## src/rtl/float7_pkg.sv

```systemverilog
// Shared constants, FSM state type and reference decode for the 7-bit compact float.
package float7_pkg;

    localparam int unsigned EXP_W   = 3;
    localparam int unsigned MAN_W   = 4;
    localparam int unsigned INT_W   = 11;
    localparam int unsigned MAX_INT = 1984;

    typedef enum logic [1:0] {
        IDLE  = 2'd0,
        SHIFT = 2'd1,
        DONE  = 2'd2
    } state_t;

    // Pure decode of {exp, man} to the unsigned integer it represents.
    function automatic logic [INT_W-1:0] f7_to_int(input logic [EXP_W-1:0] e,
                                                   input logic [MAN_W-1:0] m);
        if (e == '0) begin
            return INT_W'(m);
        end
        return INT_W'({1'b1, m}) << (e - EXP_W'(1));
    endfunction

endpackage

```

## src/rtl/float7_unpack.sv

```systemverilog
// Splits a compact float into the shifter seed and the number of left shifts still owed.
module float7_unpack #(
    parameter int unsigned EXP_W = 3,
    parameter int unsigned MAN_W = 4,
    parameter int unsigned INT_W = 11
) (
    input  logic [EXP_W-1:0] exp,
    input  logic [MAN_W-1:0] man,
    output logic [INT_W-1:0] acc_init,
    output logic [EXP_W-1:0] cnt_init
);

    // Denormal codes carry no hidden one and need no shifting.
    always_comb begin
        acc_init = '0;
        cnt_init = '0;
        if (exp == '0) begin
            acc_init = INT_W'(man);
        end else begin
            acc_init = INT_W'({1'b1, man});
            cnt_init = exp - EXP_W'(1);
        end
    end

endmodule

```

## src/rtl/float7_to_int11_seq.sv

```systemverilog
// Iterative compact-float to integer decoder, one shift per cycle, valid/ready on both sides.
module float7_to_int11_seq #(
    parameter int unsigned EXP_W = float7_pkg::EXP_W,
    parameter int unsigned MAN_W = float7_pkg::MAN_W,
    parameter int unsigned INT_W = float7_pkg::INT_W
) (
    input  logic             clk,
    input  logic             rst_n,
    input  logic             in_valid,
    output logic             in_ready,
    input  logic [EXP_W-1:0] in_exp,
    input  logic [MAN_W-1:0] in_man,
    output logic             out_valid,
    input  logic             out_ready,
    output logic [INT_W-1:0] out_int,
    output logic             busy
);

    generate
        if (INT_W != MAN_W + 1 + (2 ** EXP_W - 2)) begin : g_bad_int_w
            $error("float7_to_int11_seq: INT_W must equal MAN_W+1+(2**EXP_W-2)");
        end
    endgenerate

    float7_pkg::state_t state;
    logic [INT_W-1:0]   acc;
    logic [EXP_W-1:0]   cnt;
    logic [INT_W-1:0]   acc_init;
    logic [EXP_W-1:0]   cnt_init;
    logic               accept;

    float7_unpack #(
        .EXP_W (EXP_W),
        .MAN_W (MAN_W),
        .INT_W (INT_W)
    ) u_unpack (
        .exp      (in_exp),
        .man      (in_man),
        .acc_init (acc_init),
        .cnt_init (cnt_init)
    );

    // Ready in IDLE, and in DONE exactly when the result is leaving this cycle.
    assign in_ready = (state == float7_pkg::IDLE) ||
                      ((state == float7_pkg::DONE) && out_ready);
    assign accept   = in_valid && in_ready;
    assign busy     = (state != float7_pkg::IDLE);
    assign out_int  = acc;

    // FSM, shift counter and accumulator; a load may coincide with an output transfer.
    always_ff @(posedge clk or negedge rst_n) begin
        if (!rst_n) begin
            state     <= float7_pkg::IDLE;
            acc       <= '0;
            cnt       <= '0;
            out_valid <= 1'b0;
        end else begin
            if (accept) begin
                acc <= acc_init;
                cnt <= cnt_init;
                if (cnt_init == '0) begin
                    state     <= float7_pkg::DONE;
                    out_valid <= 1'b1;
                end else begin
                    state     <= float7_pkg::SHIFT;
                    out_valid <= 1'b0;
                end
            end else begin
                case (state)
                    float7_pkg::SHIFT: begin
                        acc <= {acc[INT_W-2:0], 1'b0};
                        cnt <= cnt - EXP_W'(1);
                        if (cnt == EXP_W'(1)) begin
                            state     <= float7_pkg::DONE;
                            out_valid <= 1'b1;
                        end
                    end
                    float7_pkg::DONE: begin
                        if (out_ready) begin
                            state     <= float7_pkg::IDLE;
                            out_valid <= 1'b0;
                        end
                    end
                    float7_pkg::IDLE: begin
                        out_valid <= 1'b0;
                    end
                    default: begin
                        state     <= float7_pkg::IDLE;
                        out_valid <= 1'b0;
                    end
                endcase
            end
        end
    end

endmodule

```

## config.mk

```make
export PLATFORM = sky130hd
export DESIGN_NAME = float7_to_int11_seq
export DESIGN_NICKNAME = d
export VERILOG_FILES = /design/src/rtl/float7_pkg.sv /design/src/rtl/float7_unpack.sv /design/src/rtl/float7_to_int11_seq.sv
export SDC_FILE = /design/constraint.sdc
export NUM_CORES = 1
export LEC_CHECK = 0
export CAP_MARGIN = 0
export CORE_MARGIN = 2
export CORE_UTILIZATION = 34
export CTS_BUF_LIST = sky130_fd_sc_hd__clkbuf_4 sky130_fd_sc_hd__clkbuf_8
export DETAILED_ROUTE_END_ITERATION = 8
export GPL_TIMING_DRIVEN = 0
export SLEW_MARGIN = 20
export SYNTH_ARGS = -nofsm -noshare
export SYNTH_HDL_FRONTEND = slang
export SYNTH_HIERARCHICAL = 1
export SYNTH_SLANG_ARGS = --single-unit
```

## constraint.sdc

```tcl
create_clock -name clk -period 4.45 [get_ports clk]
set_clock_uncertainty 0.1 [all_clocks]
set_input_delay 0.89 -clock clk [delete_from_list [all_inputs] [get_ports clk]]
set_output_delay 0.89 -clock clk [all_outputs]
set_load 0.01 [all_outputs]
```

==> results of run 1 <==
==> cell families after synthesis <==
family	share of synthesized area, %
other	0.382
DFF	43.4
buffers and inverters	12.2
and+or+nand+nor	19.6
adders and majority gates	5.10
AOI/OAI and AO/OA	18.4
xor gates and xnor gates	0.893
==> registers in the layout (all words and copies together) (netlist names) <==
name,cells
out_int,11
cnt,3
out_valid,1
state,2
==> critical path, delay by kind of cell <==
kind                   cells  cell delay, ns
and+or+nand+nor            2            0.31
buffers and inverters      2            1.02
==> power by group through the flow <==
stage          Combinational [W]  Sequential, W   Clock, W
3_5_place_dp            0.000435       0.000300          0
2_1_floorplan           0.000228       0.000310          0
3_3_place_gp            0.000426       0.000297          0
5_1_grt                 0.000477       0.000310   0.000100
6_report                0.000430       0.000298  0.0000880
4_1_cts                 0.000435       0.000299  0.0000896
==> through the flow <==
stage,cell area (sq um),cells
after detailed placement,1240,153
after global placement,1240,153
after global routing,1270,157
final,1270,157
after floorplan,1000,102
after CTS,1270,157
==> metal layers <==
layer	GRT usage, %	wire length [microns]	part of all wire (%)	vias to the layer above
li1	-	-	-	379
met2	22.9	991	48	16
met3	2.68	81	3.9	2
met1	19.7	965	47	381
met4	4.98	16	0.78	0
met5	0	0	0	-
==> worst paths after layout <==
check,startpoint,to,cells past startpoint
worst min register to register,out_int[10],out_int[10],1
worst max register to register,state[1],out_int[4],4
max in group asynchronous,rst_n,state[0],1
worst min-delay path,out_int[10],out_int[10],1
min in group asynchronous,rst_n,state[1],1
worst max-delay path,out_ready,in_ready,4
==> layout by cell type (no fill, tap or decap), types with 2 or more instances in the layout <==
master,Yosys,layout
buf_4,11,11
inv_1,5,5
and2b_1,2,2
clkdlybuf4s50_1,0,20
nor2_1,8,8
o21ai_0,3,3
nand3_1,2,2
dfrtp_1,17,17
and2_1,10,10
ha_1,4,4
nand2b_1,3,3
a221o_1,12,12
clkbuf_4,0,3
nand2_1,2,2
conb_1,1,6
==> final cells by class <==
class / instances / area, sq um / area share [%]
Multi-Input combinational cell: 66 / 454 / 35.9
Sequential cell: 17 / 425 / 33.6
Timing Repair Buffer: 20 / 200 / 15.8
Buffer: 13 / 97.6 / 7.71
Tap cell: 31 / 38.8 / 3.06
Clock buffer: 3 / 22.5 / 1.78
Inverter: 6 / 22.5 / 1.78
Clock inverter: 1 / 5.00 / 0.395
==> results_dict.tcl, run 1 <==
set metrics [dict create \
    finalMaxSlewViolations 0 \
    core.rowCount 19 \
    grt_max_degree 18 \
    path_clk_slew_ns 0.12 \
    yosysTopAreaCell "dfrtp_1" \
    cts-buffers-inserted 3 \
    path_class "in2out" \
    ys_warn_count 6 \
    cp_slowest_stage_delay_ns 0.54 \
    netSwitchingFraction_pct 37.3 \
    yosysMostFrequentCell "dfrtp_1" \
    clockBufferDepth 2 \
    place_congestion 0.793 \
    routed_wl_microns 2050 \
    fin_setup_tns_ns 0 \
    worstMarginPinSlew_ns 0.799 \
    cts_max_level 1 \
    layout-drive-gt1-share_pct 17.5 \
    post_cts_buffers 0 \
    vias 778 \
    synthCells 97 \
    grt_pass1_wl_microns 3640 \
    dieArea_sq_mm 0.00333 \
    synth_common_cells "17 x dfrtp_1, 12 x a221o_1, 11 x buf_4, 10 x and2_1, 8 x nor2_1" \
    antenna_left 0 \
    crit_path_cell_trace "clkdlybuf4s50_1 -> and2b_1 -> nor2_1 -> clkdlybuf4s50_1" \
    start_util_pct 35.6 \
    clock_latency_ns 0.30 \
    hold_path.class "reg2reg" \
    area_growth_pct 29.1 \
    intPower_w 0.000512 \
    overflow 0 \
    hold_viol 0 \
    post-route-util_pct 45.9 \
    slew_headroom_pct 46.6 \
    grtUsageTotal_pct 14.4 \
    die_h_microns 57.7 \
    vdd_drop_max_uv 358 \
    fin_crit_ns 3.22 \
    synthArstFlopShare_pct 100 \
    syn-mean-instance-area_sq_um 10.1 \
    r2r_slack_ns 2.87 \
    seq_area_frac_synth_pct 43.4 \
    worstPathArrival_ns 2.23 \
    core_sq_mm 0.00276 \
    critPathMaxFanout 3 \
    combPwrFrac_pct 52.6 \
    grt_pass1_vias 755 \
    fin_nets 142 \
    switchingPower_w 0.000304 \
    numClockSinks 17 \
    slowest_stage "clkdlybuf4s50_1" \
    hold_ws_ns 0.426 \
    p_seq_share_pct 36.6 \
    antenna_found_initial 0 \
    drcViolationCount 0 \
    cts-resized-gates 0 \
    cts_hold_buffers 0 \
    setup_viol 0 \
    setup_ws_ns 1.23 \
    synth.area.top_cells "dfrtp_1 43%, a221o_1 12%, buf_4 8.4%" \
    cp_data_required_time_ns 3.46 \
    p_leak_nw 0.588 \
    synth_edf_count 0 \
    synth_seq_cells 17 \
    p_per_area_mw_per_mm2 644 \
    fmax_mhz 311 \
    num-fill-cells 273 \
    n_antenna_cell 0 \
    rsz0062_at_grt "no" \
    status "completed" \
    period_share_pct 72.3 \
    start_kind "input port" \
    drt_iter0_drc 28 \
    crit_top_cell "clkdlybuf4s50_1" \
    wire_per_inst_microns 13.1 \
    critPathCaptureType "primary output" \
    cap_violations 0 \
    netlist_area_sq_um 981 \
    synth.top_cell.area_share_pct 43.4 \
    finalPower_w 0.000816 \
    clkPwrFrac_pct 10.8 \
    pre_cts_ws_ns 1.24 \
    first_pass_iters 5 \
    cts_tree "done" \
    synth-main-ff-cell "dfrtp_1" \
    ys_types 30 \
    pin_count 25 \
    routed_via_density 4.96 \
    die_x_microns 57.7 \
    dp_hpwl_microns 1500 \
    port_buffers 20 \
    root_buffer "clkbuf_4" \
]
(Power assumes the default switching activity.)
==> run 2, diff against run 1 <==
==> constraint.sdc (replaced) <==
create_clock -name clk -period 2.6 [get_ports clk]
set_clock_uncertainty 0.1 [all_clocks]
set_input_delay 0.52 -clock clk [delete_from_list [all_inputs] [get_ports clk]]
set_output_delay 0.52 -clock clk [all_outputs]
set_load 0.01 [all_outputs]
==> results of run 2 <==
Same layout as run 1 (identical final DEF). Status: completed.
Among the figures that moved: setup slack after placement 1.24 ns -> 0.127 ns; setup slack after layout 1.23 ns -> 0.124 ns; hold slack 0.426 ns -> 0.339 ns; register-to-register setup slack 2.87 ns -> 1.02 ns; end point of the worst hold path out_int[10] -> out_int[3]; total power 0.000816 W -> 0.00140 W; worst IR drop on VDD 358 uV -> 613 uV
==> run 3, diff against run 2 <==
--- a/config.mk
+++ b/config.mk
@@ -7,10 +7,11 @@
 export LEC_CHECK = 0
 export CAP_MARGIN = 0
 export CORE_MARGIN = 2
-export CORE_UTILIZATION = 34
+export CORE_UTILIZATION = 50
 export CTS_BUF_LIST = sky130_fd_sc_hd__clkbuf_4 sky130_fd_sc_hd__clkbuf_8
 export DETAILED_ROUTE_END_ITERATION = 8
 export GPL_TIMING_DRIVEN = 0
+export PLACE_DENSITY = 0.81
 export SLEW_MARGIN = 20
 export SYNTH_ARGS = -nofsm -noshare
 export SYNTH_HDL_FRONTEND = slang
==> constraint.sdc (replaced) <==
create_clock -name clk -period 3 [get_ports clk]
set_clock_uncertainty 0.1 [all_clocks]
set_input_delay 0.6 -clock clk [delete_from_list [all_inputs] [get_ports clk]]
set_output_delay 0.6 -clock clk [all_outputs]
set_load 0.01 [all_outputs]
==> run 3 against run 2 <==
Net effect: sequential power fell by 14%; wire length fell by 7.1%; flip-flop and latch count did not move; core utilization rose by 20 points; cell count fell by 2.5%; sequential share of layout area rose by 0.13 points; via count rose by 1.7%; total power fell by 14%; final area fell by 0.39%; die area fell by 30%; worst hold slack improved by 0.089 ns.
==> results_dict.tcl, run 3 (synthesized netlist as in run 1, its figures left out) <==
set metrics [dict create \
    combPwrFrac_pct 53.0 \
    antenna_left 0 \
    vdd_drop_max_uv 493 \
    routed_via_density 5.17 \
    fin_setup_tns_ns 0 \
    drcViolationCount 0 \
    hold_path.class "in2reg" \
    r2r_slack_ns 1.40 \
    numClockSinks 17 \
    die_x_microns 48.3 \
    core_sq_mm 0.00190 \
    cts_hold_buffers 0 \
    cts-resized-gates 0 \
    fmax_mhz 383 \
    post_cts_buffers 0 \
    place_congestion 0.823 \
    cp_data_required_time_ns 2.30 \
    path_clk_slew_ns 0.10 \
    clockBufferDepth 2 \
    layout-drive-gt1-share_pct 17.5 \
    root_buffer "clkbuf_4" \
    fin_nets 142 \
    area_growth_pct 28.6 \
    crit_top_cell "clkdlybuf4s50_1" \
    crit_family "buffers and inverters" \
    overflow 0 \
    pin_count 25 \
    grt_pass1_vias 722 \
    path_class "in2out" \
    start_util_pct 51.6 \
    layout_common_cells "20 x clkdlybuf4s50_1, 17 x dfrtp_1, 12 x a221o_1" \
    routed_wl_microns 1910 \
    switchingPower_w 0.000438 \
    dpl_cell_area_sq_mm 0.00123 \
    n_antenna_cell 0 \
    grtUsageTotal_pct 18.6 \
    status "completed" \
    worstPathArrival_ns 1.91 \
    grt_pass1_wl_microns 2990 \
    p_seq_share_pct 36.8 \
    vias 791 \
    die_h_microns 48.3 \
    p_leak_nw 0.588 \
    finalMaxSlewViolations 0 \
    design_area_sq_mm 0.00126 \
    rsz0062_at_grt "no" \
    first_pass_iters 4 \
    period_share_pct 87.1 \
    crit_path_cell_trace "clkdlybuf4s50_1 -> and2b_1 -> nor2_1 -> clkdlybuf4s50_1" \
    clock_latency_ns 0.29 \
    wire_per_inst_microns 12.5 \
    core.rowCount 16 \
    cts_tree "done" \
    antenna_found_initial 0 \
    slowest_stage "clkdlybuf4s50_1" \
    p_per_area_mw_per_mm2 949 \
    netSwitchingFraction_pct 36.6 \
    setup_viol 0 \
    cts-buffers-inserted 3 \
    layout_commonest_cell "clkdlybuf4s50_1" \
    cap_violations 0 \
    cts_max_level 1 \
    start_kind "input port" \
    grt_max_degree 18 \
    fin_crit_ns 2.61 \
    port_buffers 20 \
    intPower_w 0.000758 \
    critPathMaxFanout 3 \
    hold_viol 0 \
    clkPwrFrac_pct 10.2 \
    slew_headroom_pct 48.7 \
    worstMarginPinSlew_ns 0.767 \
    dp_hpwl_microns 1420 \
    dieArea_sq_mm 0.00233 \
    largest_reg_flops 11 \
    critPathCaptureType "primary output" \
    drt_iter0_drc 14 \
    crit_buf_inv 2 \
    cp_slowest_stage_delay_ns 0.54 \
]
==> run 3: cell counts in the layout (fill, tap and decap cells not counted) <==
Identical to the previous run, type by type.
==> run 3: final timing paths <==
| kind | endpoint | start | depth (start not counted) |
|---|---|---|---|
| worst max-delay path | in_ready | out_ready | 4 |
| worst min-delay path | out_int[1] | in_man[1] | 2 |
| worst max register to register | out_int[4] | state[0] | 4 |
| worst min register to register | out_int[7] | out_int[7] | 1 |
| max in group asynchronous | cnt[0] | rst_n | 1 |
| min in group asynchronous | out_int[2] | rst_n | 1 |
==> run 3: final cells by class <==
class / instances / area [sq um]
multi-input combinational: 66 / 454
buffer: 13 / 97.6
timing repair buffer: 20 / 200
tap: 27 / 33.8
inverter: 6 / 22.5
fill: 168 / 641
clock buffer: 3 / 22.5
clock inverter: 1 / 5.00
sequential: 17 / 425
==> run 3: layer usage <==
metal,track usage (%),vias to the layer above,share of wire (%)
met5,0,-,0
met4,6.49,0,1.4
met3,3.33,5,3.9
met2,31.3,19,50
met1,23.9,386,44
li1,-,381,-
==> run 3: power by group through the flow <==
stage	sequential (W)	combinational (W)	clock, W
finish	0.000440	0.000634	0.000123
global route	0.000456	0.000703	0.000138
CTS	0.000441	0.000643	0.000127
detailed placement	0.000443	0.000639	0
global placement	0.000439	0.000626	0
floorplan	0.000459	0.000338	0
==> run 3: worst reg2reg max path, cell delays in order, from the launching register on <==
cell and delay (ns):
dfrtp_1 0.48, nor2b_2 0.21, clkbuf_1 0.21, and2_1 0.22, a221o_1 0.26
==> run 3: through the flow <==
stage | setup slack, ns | std cells | utilization (%) | hold WS [ns] | power [W]
global route | 0.324 | 153 | 66.3 | 0.435 | 0.00130
floorplan | 1.36 | 102 | - | 0.204 | 0.000797
detailed placement | 0.389 | 149 | 64.9 | 0.402 | 0.00108
finish | 0.387 | 153 | 66.3 | 0.428 | 0.00120
CTS | 0.382 | 153 | 66.3 | 0.428 | 0.00121
global placement | 0.390 | 149 | 64.9 | 0.402 | 0.00106
